`config.mk`:
```
export PLATFORM = sky130hd
export DESIGN_NAME = branch_pc_unit
export DESIGN_NICKNAME = d
export VERILOG_FILES = /design/src/rtl/rv_pkg.sv /design/src/rtl/branch_cmp.sv /design/src/rtl/branch_pc_unit.sv
export SDC_FILE = /design/constraint.sdc
export NUM_CORES = 1
export LEC_CHECK = 0
export CAP_MARGIN = 20
export CORE_UTILIZATION = 47
export DETAILED_ROUTE_END_ITERATION = 6
export PLACE_DENSITY = 0.82
export SYNTH_ARGS = -nofsm -noshare
export SYNTH_HDL_FRONTEND = slang
export SYNTH_HIERARCHICAL = 1
export SYNTH_SLANG_ARGS = --single-unit
```
`constraint.sdc`:
```
create_clock -name clk -period 5.1 [get_ports clk]
set_input_delay 1.275 -clock clk [delete_from_list [all_inputs] [get_ports clk]]
set_output_delay 1.275 -clock clk [all_outputs]
set_load 0.01 [all_outputs]
```
`src/rtl/rv_pkg.sv`:
```
// rv_pkg: shared RV32I control-transfer encodings, unit states and alignment constant
package rv_pkg;
   localparam logic [2:0] F3_BEQ  = 3'b000;
   localparam logic [2:0] F3_BNE  = 3'b001;
   localparam logic [2:0] F3_BLT  = 3'b100;
   localparam logic [2:0] F3_BGE  = 3'b101;
   localparam logic [2:0] F3_BLTU = 3'b110;
   localparam logic [2:0] F3_BGEU = 3'b111;
   localparam int IALIGN = 32;
   typedef enum logic [1:0] {RUN, FLUSH, FAULT} state_e;
endpackage

```
`src/rtl/branch_cmp.sv`:
```
// branch_cmp: B-type condition evaluation and illegal funct3 detection
module branch_cmp
   import rv_pkg::*;
#(
   parameter int XLEN = 32
) (
   input  logic [XLEN-1:0] rs1_val,
   input  logic [XLEN-1:0] rs2_val,
   input  logic [2:0]      f3,
   output logic            cond,
   output logic            illegal
);
   logic eq, lt, ltu;
   assign eq      = rs1_val == rs2_val;
   assign lt      = $signed(rs1_val) < $signed(rs2_val);
   assign ltu     = rs1_val < rs2_val;
   assign illegal = f3 == 3'b010 || f3 == 3'b011;
   assign cond    = f3 == F3_BEQ  ? eq   :
                    f3 == F3_BNE  ? !eq  :
                    f3 == F3_BLT  ? lt   :
                    f3 == F3_BGE  ? !lt  :
                    f3 == F3_BLTU ? ltu  :
                    f3 == F3_BGEU ? !ltu : 1'b0;
endmodule

```
`src/rtl/branch_pc_unit.sv`:
```
// branch_pc_unit: PC register and RV32I branch/JAL/JALR resolution with flush window and sticky fault
module branch_pc_unit
   import rv_pkg::*;
#(
   parameter int             XLEN        = 32,
   parameter int             PC_W        = 16,
   parameter logic [PC_W-1:0] RESET_PC   = '0,
   parameter int             FLUSH_DEPTH = 2,
   parameter int             CNT_W       = 16
) (
   input  logic             clk,
   input  logic             rst_n,
   input  logic             valid,
   input  logic             branch,
   input  logic             jal,
   input  logic             jalr,
   input  logic [2:0]       f3,
   input  logic [XLEN-1:0]  rs1_val,
   input  logic [XLEN-1:0]  rs2_val,
   input  logic [XLEN-1:0]  imm,
   output logic [PC_W-1:0]  pc,
   output logic [PC_W-1:0]  link,
   output logic             taken,
   output logic             flush,
   output logic             fault,
   output logic [PC_W-1:0]  fault_pc,
   output logic [CNT_W-1:0] taken_cnt
);
   localparam int FW = FLUSH_DEPTH > 1 ? $clog2(FLUSH_DEPTH + 1) : 1;
   localparam int AB = $clog2(IALIGN / 8);
   state_e           state_q;
   logic [FW-1:0]    fcnt_q;
   logic [PC_W-1:0]  pc_q, fault_pc_q, jalr_sum, target;
   logic [CNT_W-1:0] tcnt_q;
   logic             flush_q, fault_q, cond, illegal, run, xfer, mis, fault_ev;
   branch_cmp #(.XLEN(XLEN)) u_cmp (
      .rs1_val (rs1_val),
      .rs2_val (rs2_val),
      .f3      (f3),
      .cond    (cond),
      .illegal (illegal)
   );
   // jalr > jal > branch; an illegal funct3 only matters when the branch is the selected transfer
   assign jalr_sum = rs1_val[PC_W-1:0] + imm[PC_W-1:0];
   assign target   = jalr ? {jalr_sum[PC_W-1:1], 1'b0} : pc_q + imm[PC_W-1:0];
   assign run      = state_q == RUN && valid;
   assign xfer     = jalr | jal | (branch & cond);
   assign mis      = |target[AB-1:1];
   assign fault_ev = run & ((branch & ~jal & ~jalr & illegal) | (xfer & mis));
   assign taken    = run & xfer & ~mis;
   assign link     = pc_q + PC_W'(4);
   assign pc        = pc_q;
   assign flush     = flush_q;
   assign fault     = fault_q;
   assign fault_pc  = fault_pc_q;
   assign taken_cnt = tcnt_q;
   // control FSM: RUN resolves transfers, FLUSH streams sequential PCs, FAULT freezes until reset
   always_ff @(posedge clk or negedge rst_n) begin
      if (!rst_n) begin
         state_q    <= RUN;
         fcnt_q     <= '0;
         pc_q       <= RESET_PC;
         flush_q    <= 1'b0;
         fault_q    <= 1'b0;
         fault_pc_q <= '0;
         tcnt_q     <= '0;
      end else begin
         case (state_q)
            RUN: begin
               if (fault_ev) begin
                  state_q    <= FAULT;
                  fault_q    <= 1'b1;
                  fault_pc_q <= pc_q;
               end else if (taken) begin
                  pc_q <= target;
                  if (~&tcnt_q) tcnt_q <= tcnt_q + 1'b1;
                  if (FLUSH_DEPTH > 0) begin
                     state_q <= FLUSH;
                     flush_q <= 1'b1;
                     fcnt_q  <= FW'(FLUSH_DEPTH);
                  end
               end else if (valid) begin
                  pc_q <= link;
               end
            end
            FLUSH: begin
               pc_q   <= link;
               fcnt_q <= fcnt_q - 1'b1;
               if (fcnt_q == FW'(1)) begin
                  state_q <= RUN;
                  flush_q <= 1'b0;
               end
            end
            default: ;
         endcase
      end
   end
endmodule

```
==> results of run 1 <==
==> path summary, 6_finish.rpt <==
check	startpoint	to	slack, ns	cells after the start
hold / removal	fault	fault	0.49	1
max in group asynchronous	rst_n	pc[12]	3.55	2
hold reg to reg	fault	fault	0.49	1
min in group asynchronous	rst_n	taken_cnt[11]	1.06	2
setup / recovery	rs1_val[24]	taken	0.08	12
setup reg to reg	pc[0]	taken_cnt[10]	1.81	11
==> state kept, by name (all words and copies together), names as in the netlist <==
name / count
flush: 1
taken_cnt: 16
fault_pc: 16
fcnt_q: 2
state_q: 2
pc: 16
fault: 1
==> through the flow <==
stage | power (W) | cells | worst slack, ns
3_3_place_gp | 0.002204 | 904 | -0.7095
4_1_cts | 0.002546 | 915 | 0.0009521
6_report | 0.002567 | 915 | 0.08021
2_1_floorplan | 0.001548 | 588 | 0.1834
5_1_grt | 0.002742 | 915 | -0.02093
3_5_place_dp | 0.002249 | 904 | -0.8002
==> cells in the final DEF (no fill, tap or decap), drive strengths merged, types with 7 or more instances in the layout <==
cell / instances
a211oi: 11
inv: 49
nand4: 15
a21o: 7
a21oi: 42
clkdlybuf4s50: 94
nor2: 39
buf: 56
dlymetal6s2s: 11
mux2: 17
dfrtp: 54
nor3: 11
ha: 64
nand3: 27
nand2: 51
a31oi: 7
clkbuf: 36
xor2: 16
o21ai: 27
xnor2: 36
==> worst register-to-register path: stages (launching register included) <==
cell,delay (ns)
dfrtp_1,0.42
ha_1,0.23
inv_1,0.07
fa_1,0.50
or3b_1,0.35
a21o_1,0.21
inv_2,0.09
buf_4,0.22
nand2b_1,0.11
or4b_1,0.66
nor3_2,0.18
xor2_1,0.17
==> routing by layer <==
layer,vias up,part of all wire [%]
li1,2510,-
met1,2537,40
met2,195,51
met3,53,5.7
met4,0,3.7
met5,-,0
==> kinds of logic after synthesis <==
logic type               after synthesis  share of synthesized area, %
AND/OR/NAND/NOR                      187                         18.77
AO/OA/AOI/OAI                        147                         19.39
adder cells (fa/ha/maj)               66                         16.73
buffers and inverters                 63                         4.954
flip-flops                            54                         26.89
XOR/XNOR                              52                         9.061
multiplexers                          19                         4.207
==> power breakdown <==
group / switching, W / internal, W / total [W]
Sequential: 0.000193 / 0.000566 / 0.000758
Combinational: 0.000739 / 0.000810 / 0.00155
Clock: 0.000157 / 0.000102 / 0.000259
Total: 0.00109 / 0.00148 / 0.00257
==> repair_timing <==
item | CTS | global route
pin swaps | 43 | 49
setup buffers | 3 | 0
endpoints found under the setup margin | 5 | 1
resized for setup | 144 | 112
==> layout make-up <==
class / count / area share (%)
multi-input cells: 471 / 52.36
repair buffers: 198 / 23.26
well taps: 136 / 2.299
clock buffers: 5 / 0.9298
clock inverters: 3 / 0.3888
flip-flops and latches: 54 / 18.26
inverters: 48 / 2.502
==> results.yml, run 1 <==
status:
  outcome: "completed"
synthesis:
  async_flop_share_pct: 100.0
  yosysMostFrequentCell: "ha_1"
  yosysSeqAreaShare_pct: 26.89
  yosys.area.top_type: "dfrtp_1"
  synth_edf_count: 0
  synth-seq-cells: 54
  synth_area_sq_um: 5026
  yosys.area.top_type_share_pct: 26.89
  ys_top_cells_by_area: "dfrtp_1, ha_1, xnor2_1, a21oi_1, nand2_1"
  synthTopCellsByCount: "ha_1, dfrtp_1, nand2_1"
  yosysWarnings: 6
  syn-instance-count: 588
  ys_types: 65
  synth-main-ff-cell: "dfrtp_1"
  syn-num-nets: 759
  avgSynthCellArea_sq_um: 8.548
worst_setup_path:
  arrival_ns: 3.74
  crit_family: "simple AND/OR/NAND/NOR gates"
  endpoint_kind: "output port"
  cp.required_ns: 3.83
  crit_fanout: 2
  start_kind: "input port"
  worstPathCellList: "clkdlybuf4s15_1 > ha_4 > nand4_1 > or4_4 > o22ai_4 > or4_1 > a31o_1 > a21oi_2 > or3b_1 > a21o_1 > inv_2 > buf_6"
  crit_path_top_delay_cell: "or4_4"
  path_buf_inv: 3
  critical_path_class: "input port to output port"
  slowest_delay_ns: 0.57
floorplanning:
  ios: 172
  dieHeight_um: 105.4
  die_x_um: 105.4
  dieArea_sq_um: 11110
  coreArea_sq_um: 10320
  num_rows: 37
  start_util_pct: 48.69
power_and_ir_drop:
  p_leak_nw: 3.299
  powerDensity_nw_per_um2: 346.9
  vdd_drop_max_mv: 0.2598
timing:
  maxSlewViolCount: 0
  slew_headroom_pct: 53.42
  tns_ns: 0
  fin_worst_skew_ns: 0.01539
  worst_pin_slew_ns: 0.6987
  worst_hold_slack_ns: 0.4905
  hold_viol: 0
  period_minus_slack_ns: 5.020
  finalSetupViolCount: 0
  rsz0062_at_grt: "yes"
  max_freq_mhz: 199.2
  finalCritPeriodShare_pct: 98.43
placement:
  dpl.hpwl_um: 12210
  port_buffers: 155
  routabilityCongestion: 0.9362
  place_area_sq_um: 6974
clock_tree:
  cts.sinks: 54
  hold_buffers: 0
  insertion_delay_ns: 0.32
  cts_buffers: 5
  cts_max_level: 2
  cts.reportedPaths.clkPinSlew_ns: 0.10
  clock_path_buffers: 2
  clockRootBuffer: "clkbuf_8"
  cts_tree: "done"
cells_and_area:
  layout-drive-gt1-share_pct: 25.67
  regArea_sq_um: 1351
  syn_to_final_growth_pct: 47.25
  fin_util_pct: 71.69
  multiInputGateArea_sq_um: 3875
  antenna_cells: 0
  design_area_sq_um: 7401
  fillers: 754
  nNetsFinal: 949
drt:
  drt_wl_total_um: 16030
  drtIter0Drc: 272
  final_antenna_net_count: 0
  wl_per_cell_um: 17.52
  viasPerCell: 5.787
  post-route-drc-count: 0
  vias: 5295
  firstDrtPassIters: 4
global_route:
  grt_max_degree: 55
  grtUsageMet2_pct: 51.41
  overflow: 0
  use_met1_pct: 34.40
  grt_use_met3_pct: 4.391
  grt_pass1_vias: 5418
  antenna_found_initial: 0
  grt_pass1_wl_um: 25720
  grt-busiest-layer: "met2"
  gr-usage-all-layers_pct: 28.87
min_path:
  hold_path.class: "register to register"
job:
  maxCapViolations: 0
No activity file was read; power rests on OpenSTA's default activity.
==> run 2: changes to the inputs <==
--- a/config.mk
+++ b/config.mk
@@ -9,6 +9,7 @@
 export CORE_UTILIZATION = 47
 export DETAILED_ROUTE_END_ITERATION = 6
 export PLACE_DENSITY = 0.82
+export REMOVE_ABC_BUFFERS = 1
 export SYNTH_ARGS = -nofsm -noshare
 export SYNTH_HDL_FRONTEND = slang
 export SYNTH_HIERARCHICAL = 1
==> run 2 against run 1 <==
  * Worst setup slack got worse by 0.0041 ns
  * Flip-flop and latch count unchanged
  * Count of clock-buffer cells in the layout stayed put
  * Clock power fell by 9.7%
  * Hold slack worse by 0.011 ns
  * Routed wire length increased by 1.3%
  * First-iteration DRC count down 4.4%
  * Non-clock buffer count is 1 higher
  * Critical path type unchanged
  * Largest cell class unchanged
  * Largest power group unchanged
==> results.yml, run 2 (synthesis gave the netlist of run 1 again) <==
status:
  outcome: "completed"
global_route:
  grt_max_degree: 55
  antenna_found_initial: 0
  gr-usage-all-layers_pct: 28.41
  grt_pass1_wl_um: 25400
  overflow: 0
  grt_pass1_vias: 5391
worst_setup_path:
  endpoint_kind: "output port"
  slowest_delay_ns: 0.51
  critical_path_class: "input port to output port"
  crit_fanout: 3
  crit_family: "compound AO/OA/AOI/OAI gates"
  path_buf_inv: 4
  start_kind: "input port"
  cp.depth: 14
  rrSetupSlack_ns: 1.75
  worstPathCellList: "buf_6 > inv_4 > ha_4 > a21oi_2 > nand2_2 > a221oi_4 > o22ai_4 > or4_1 > a31o_1 > a21oi_2 > or3b_1 > a21o_1 > inv_2 > buf_6"
  cp-startpoint: "rs2_val[14]"
  r2r_start: "pc[0]"
  arrival_ns: 3.75
  cp.required_ns: 3.83
  cp-endpoint: "taken"
  reg2reg_to: "taken_cnt[8]"
  r2r_cells: 11
  crit_path_top_delay_cell: "or4_1"
timing:
  rsz0062_at_grt: "yes"
  max_freq_mhz: 199.1
  hold_viol: 0
  worst_pin_slew_ns: 0.6784
  slew_headroom_pct: 54.77
  finalCritPeriodShare_pct: 98.51
  maxSlewViolCount: 0
  finalSetupViolCount: 0
  fin_worst_skew_ns: 0.007829
  period_minus_slack_ns: 5.024
placement:
  dpl.hpwl_um: 12450
  place_area_sq_um: 6974
  dp_cells: 904
  port_buffers: 155
  routabilityCongestion: 0.8712
drt:
  viasPerCell: 5.822
  met3_length_um: 814
  firstDrtPassIters: 5
  wl_per_cell_um: 17.75
  vias: 5327
  drtIter0Drc: 260
  final_antenna_net_count: 0
  top_layer: "met4"
  drt_wl_total_um: 16240
  post-route-drc-count: 0
  wl_met2_um: 8475
  wl_met1_um: 6536
cells_and_area:
  final_common_cell: "clkdlybuf4s50_1"
  design_area_sq_um: 7430
  fin_util_pct: 71.97
  finalNonFillerCells: 915
  final_cell_mix: "clkdlybuf4s50_1, dfrtp_1, nand2_1"
  multiInputGateArea_sq_um: 3899
  fillers: 769
  regArea_sq_um: 1351
  nNetsFinal: 950
  layout-drive-gt1-share_pct: 24.78
  antenna_cells: 0
  syn_to_final_growth_pct: 47.82
floorplanning:
  coreArea_sq_um: 10320
  start_util_pct: 48.69
  ios: 172
  num_rows: 37
  dieHeight_um: 105.4
  die_x_um: 105.4
  dieArea_sq_um: 11110
clock_tree:
  cts.sinks: 54
  cts_buffers: 5
  insertion_delay_ns: 0.31
  clockRootBuffer: "clkbuf_8"
  cts.reportedPaths.clkPinSlew_ns: 0.10
  cts_tree: "done"
  clock_path_buffers: 2
  cts_max_level: 2
power_and_ir_drop:
  total_power_w: 0.002550
  powerDensity_nw_per_um2: 343.3
  p_leak_nw: 3.268
  vdd_drop_max_mv: 0.3599
min_path:
  hold_path.class: "register to register"
job:
  maxCapViolations: 0
run 2: changes by cell type in the layout (fill, tap and decap cells not counted), moves of 3 or more:
cell / previous run / this run
buf_2: 8 / 1
clkdlybuf4s15_1: 5 / 13
buf_6: 7 / 3
inv_2: 23 / 26
ha_4: 23 / 26
run 2: stage by stage:
step	hold slack [ns]	setup WS [ns]	setup TNS, ns
after CTS	0.4835	0.001072	0
final	0.4796	0.07613	0
after detailed placement	0.4593	-0.7879	-5.390
after global placement	0.4513	-0.7554	-3.890
after floorplan	0.4573	0.2783	0
after global routing	0.5105	-0.02247	-0.02247
run 2: power by group:
group	leakage, nW	internal, W	total [W]	switching (W)
clock	0.0362	0.0000941	0.000234	0.000140
combinational	2.55	0.000817	0.00156	0.000745
sequential	0.685	0.000566	0.000753	0.000187
total	3.27	0.00148	0.00255	0.00107
run 2: how the worst min path moves through the flow:
| stage | slack [ns] | cells after the start | from | endpoint |
|---|---|---|---|---|
| after floorplan | 0.46 | 1 | fcnt_q[0] | fcnt_q[0] |
| after global placement | 0.45 | 1 | fault | fault |
| after detailed placement | 0.46 | 1 | fault | fault |
| after CTS | 0.48 | 1 | fault | fault |
| after global routing | 0.51 | 1 | fcnt_q[0] | fcnt_q[0] |
| final | 0.48 | 1 | fault | fault |
run 2: repair_timing:
| item | in CTS | in global routing |
|---|---|---|
| endpoints found under the setup margin | 6 | 5 |
| setup buffers | 3 | 2 |
| gates resized for setup | 112 | 120 |
| pin swaps | 32 | 50 |
| hold buffers | 0 | 0 |
run 2: layout make-up:
cell class	instances	area share, %
multi-input combinational	471	52.48
inverter	48	2.459
sequential	54	18.19
tap	136	2.290
clock buffer	5	0.9262
timing repair buffer	199	23.46
clock inverter	2	0.2021
run 2: worst reg2reg max path, stage by stage (launching register included):
cell and delay [ns]:
dfrtp_1 0.42, ha_1 0.22, inv_1 0.07, fa_1 0.50
or3b_1 0.35, a21o_1 0.20, inv_2 0.10, buf_4 0.24
nand2b_1 0.13, or4b_1 0.69, nor2_1 0.18, xor2_1 0.18
run 2: metal layers:
metal	vias up	GRT usage, %
li1	2522	-
met1	2581	34.74
met2	192	52.30
met3	32	2.968
met4	0	8.350
met5	-	0
==> run 3: changes to the inputs <==
--- a/config.mk
+++ b/config.mk
@@ -6,10 +6,12 @@
 export NUM_CORES = 1
 export LEC_CHECK = 0
 export CAP_MARGIN = 20
-export CORE_UTILIZATION = 47
+export CORE_UTILIZATION = 65
 export DETAILED_ROUTE_END_ITERATION = 6
-export PLACE_DENSITY = 0.82
+export DONT_BUFFER_PORTS = 1
+export PLACE_DENSITY = 0.81
 export REMOVE_ABC_BUFFERS = 1
+export SETUP_SLACK_MARGIN = 0.5
 export SYNTH_ARGS = -nofsm -noshare
 export SYNTH_HDL_FRONTEND = slang
 export SYNTH_HIERARCHICAL = 1
==> run 3 against run 2 <==
  * Cell area fell by 22%
  * Combinational power fell by 33%
  * Critical endpoint unchanged
  * First-iteration DRC count rose by 9.6%
  * Flip-flop and latch count did not move
  * Cell count fell by 23%
  * Largest power group unchanged
==> results.yml, run 3 (synthesis gave the netlist of run 1 again) <==
timing:
  finalSetupViolCount: 0
  finalCritPeriodShare_pct: 95.91
  worst_pin_slew_ns: 0.7013
  max_freq_mhz: 204.4
  maxSlewViolCount: 0
  worst_hold_slack_ns: 0.4880
  rsz0062_at_grt: "yes"
  slew_headroom_pct: 52.89
  hold_viol: 0
  period_minus_slack_ns: 4.891
  tns_ns: 0
  fin_worst_skew_ns: 0.006671
drt:
  drtIter0Drc: 285
  drt_wl_total_um: 13960
  post-route-drc-count: 0
  viasPerCell: 6.559
  firstDrtPassIters: 5
  final_antenna_net_count: 0
  vias: 4631
  wl_per_cell_um: 19.77
placement:
  port_buffers: 0
  dpl.hpwl_um: 10090
  dp_cells: 680
  routabilityCongestion: 0.8955
  place_area_sq_um: 5141
clock_tree:
  cts_max_level: 2
  cts_tree: "done"
  cts.reportedPaths.clkPinSlew_ns: 0.10
  clockRootBuffer: "clkbuf_8"
  cts_buffers: 5
  clock_path_buffers: 2
  insertion_delay_ns: 0.31
  cts.sinks: 54
global_route:
  overflow: 0
  grt_pass1_wl_um: 21420
  grt_max_degree: 55
  antenna_found_initial: 0
  gr-usage-all-layers_pct: 32.71
  grt_pass1_vias: 4484
power_and_ir_drop:
  p_leak_nw: 2.515
  total_power_w: 0.002112
  p_clk_share_pct: 11.0
  internal-power_w: 0.001134
  swShare_pct: 46.29
  p_comb_share_pct: 49.7
  seq_power_share_pct: 39.3
  p_switching_w: 0.0009776
  vdd_drop_max_mv: 0.3115
  powerDensity_nw_per_um2: 364.8
floorplanning:
  die_x_um: 89.94
  num_rows: 31
  dieHeight_um: 89.94
  start_util_pct: 68.20
  coreArea_sq_um: 7370
  ios: 172
  dieArea_sq_um: 8088
cells_and_area:
  finalNonFillerCells: 706
  antenna_cells: 0
  syn_to_final_growth_pct: 15.19
  layout-drive-gt1-share_pct: 20.10
  final_common_cell: "dfrtp_1"
  nNetsFinal: 778
  final_cell_mix: "dfrtp_1, nand2_1, ha_1"
  design_area_sq_um: 5789
worst_setup_path:
  slowest_delay_ns: 0.38
  start_kind: "input port"
  endpoint_kind: "output port"
  cpMostUsedCell: "nand4_1"
  cp.required_ns: 3.83
  crit_family: "simple AND/OR/NAND/NOR gates"
  arrival_ns: 3.62
  crit_path_top_delay_cell: "or3b_1"
  crit_fanout: 7
  critical_path_class: "input port to output port"
  path_buf_inv: 3
  worstPathCellList: "inv_1 > ha_1 > nand4_1 > buf_4 > nor3_4 > nand4_1 > xor2_1 > nor3_1 > a31o_1 > a21oi_2 > or3b_1 > a21o_1 > clkinv_4"
min_path:
  hold_path.class: "register to register"
status:
  outcome: "completed"
job:
  maxCapViolations: 0
-- run 3: stage by stage --
step / setup slack, ns / utilization [%]
2_1_floorplan: 0.2783 / -
3_3_place_gp: 0.1691 / 69.76
3_5_place_dp: 0.1281 / 69.76
4_1_cts: 0.3297 / 75.60
5_1_grt: 0.1322 / 78.56
6_report: 0.2087 / 78.56
-- run 3: final timing paths --
check	depth (start not counted)	endpoint	slack (ns)	start
max	13	taken	0.21	rs2_val[18]
min	1	fcnt_q[0]	0.49	fcnt_q[0]
max reg2reg	10	taken_cnt[10]	1.77	pc[0]
min reg2reg	1	fcnt_q[0]	0.49	fcnt_q[0]
max in group asynchronous	0	pc[1]	4.36	rst_n
min in group asynchronous	0	pc[4]	0.65	rst_n
-- run 3: routing by layer --
layer / part of all wire (%) / GRT usage (%)
met5: 0 / 0
met2: 50 / 57.31
met4: 2.3 / 9.409
met1: 40 / 39.36
met3: 7.8 / 8.883
-- run 3: what timing repair did --
item	in CTS	in global routing
setup endpoints to repair	5	43
pin swaps	24	33
hold endpoints to repair	0	0
buffers inserted	12	7
hold buffers	0	0
gates resized for setup	47	39
-- run 3: worst reg2reg max path, cell delays in order, from the launching register on --
cell      delay (ns)
dfrtp_1         0.51
ha_1            0.25
inv_1           0.07
fa_1            0.57
or3b_1          0.40
a21o_1          0.24
clkinv_4        0.11
nand2b_1        0.10
or4b_1          0.67
nor3_2          0.18
xor2_1          0.16
-- run 3: power groups by stage --
| stage | Clock (W) | Combinational [W] | Sequential [W] |
|---|---|---|---|
| after floorplan | 0 | 0.000764 | 0.000771 |
| after global placement | 0 | 0.000911 | 0.000829 |
| after detailed placement | 0 | 0.000940 | 0.000834 |
| after CTS | 0.000236 | 0.000978 | 0.000826 |
| after global routing | 0.000255 | 0.00115 | 0.000852 |
| final | 0.000232 | 0.00105 | 0.000830 |
-- run 3: final cells by class --
cell class | instances | area, sq um
Clock buffer | 5 | 68.82
Clock inverter | 2 | 15.01
Fill cell | 487 | 1580
Inverter | 48 | 225.2
Multi-Input combinational cell | 471 | 3791
Sequential cell | 54 | 1351
Tap cell | 99 | 123.9
Timing Repair Buffer | 27 | 214.0
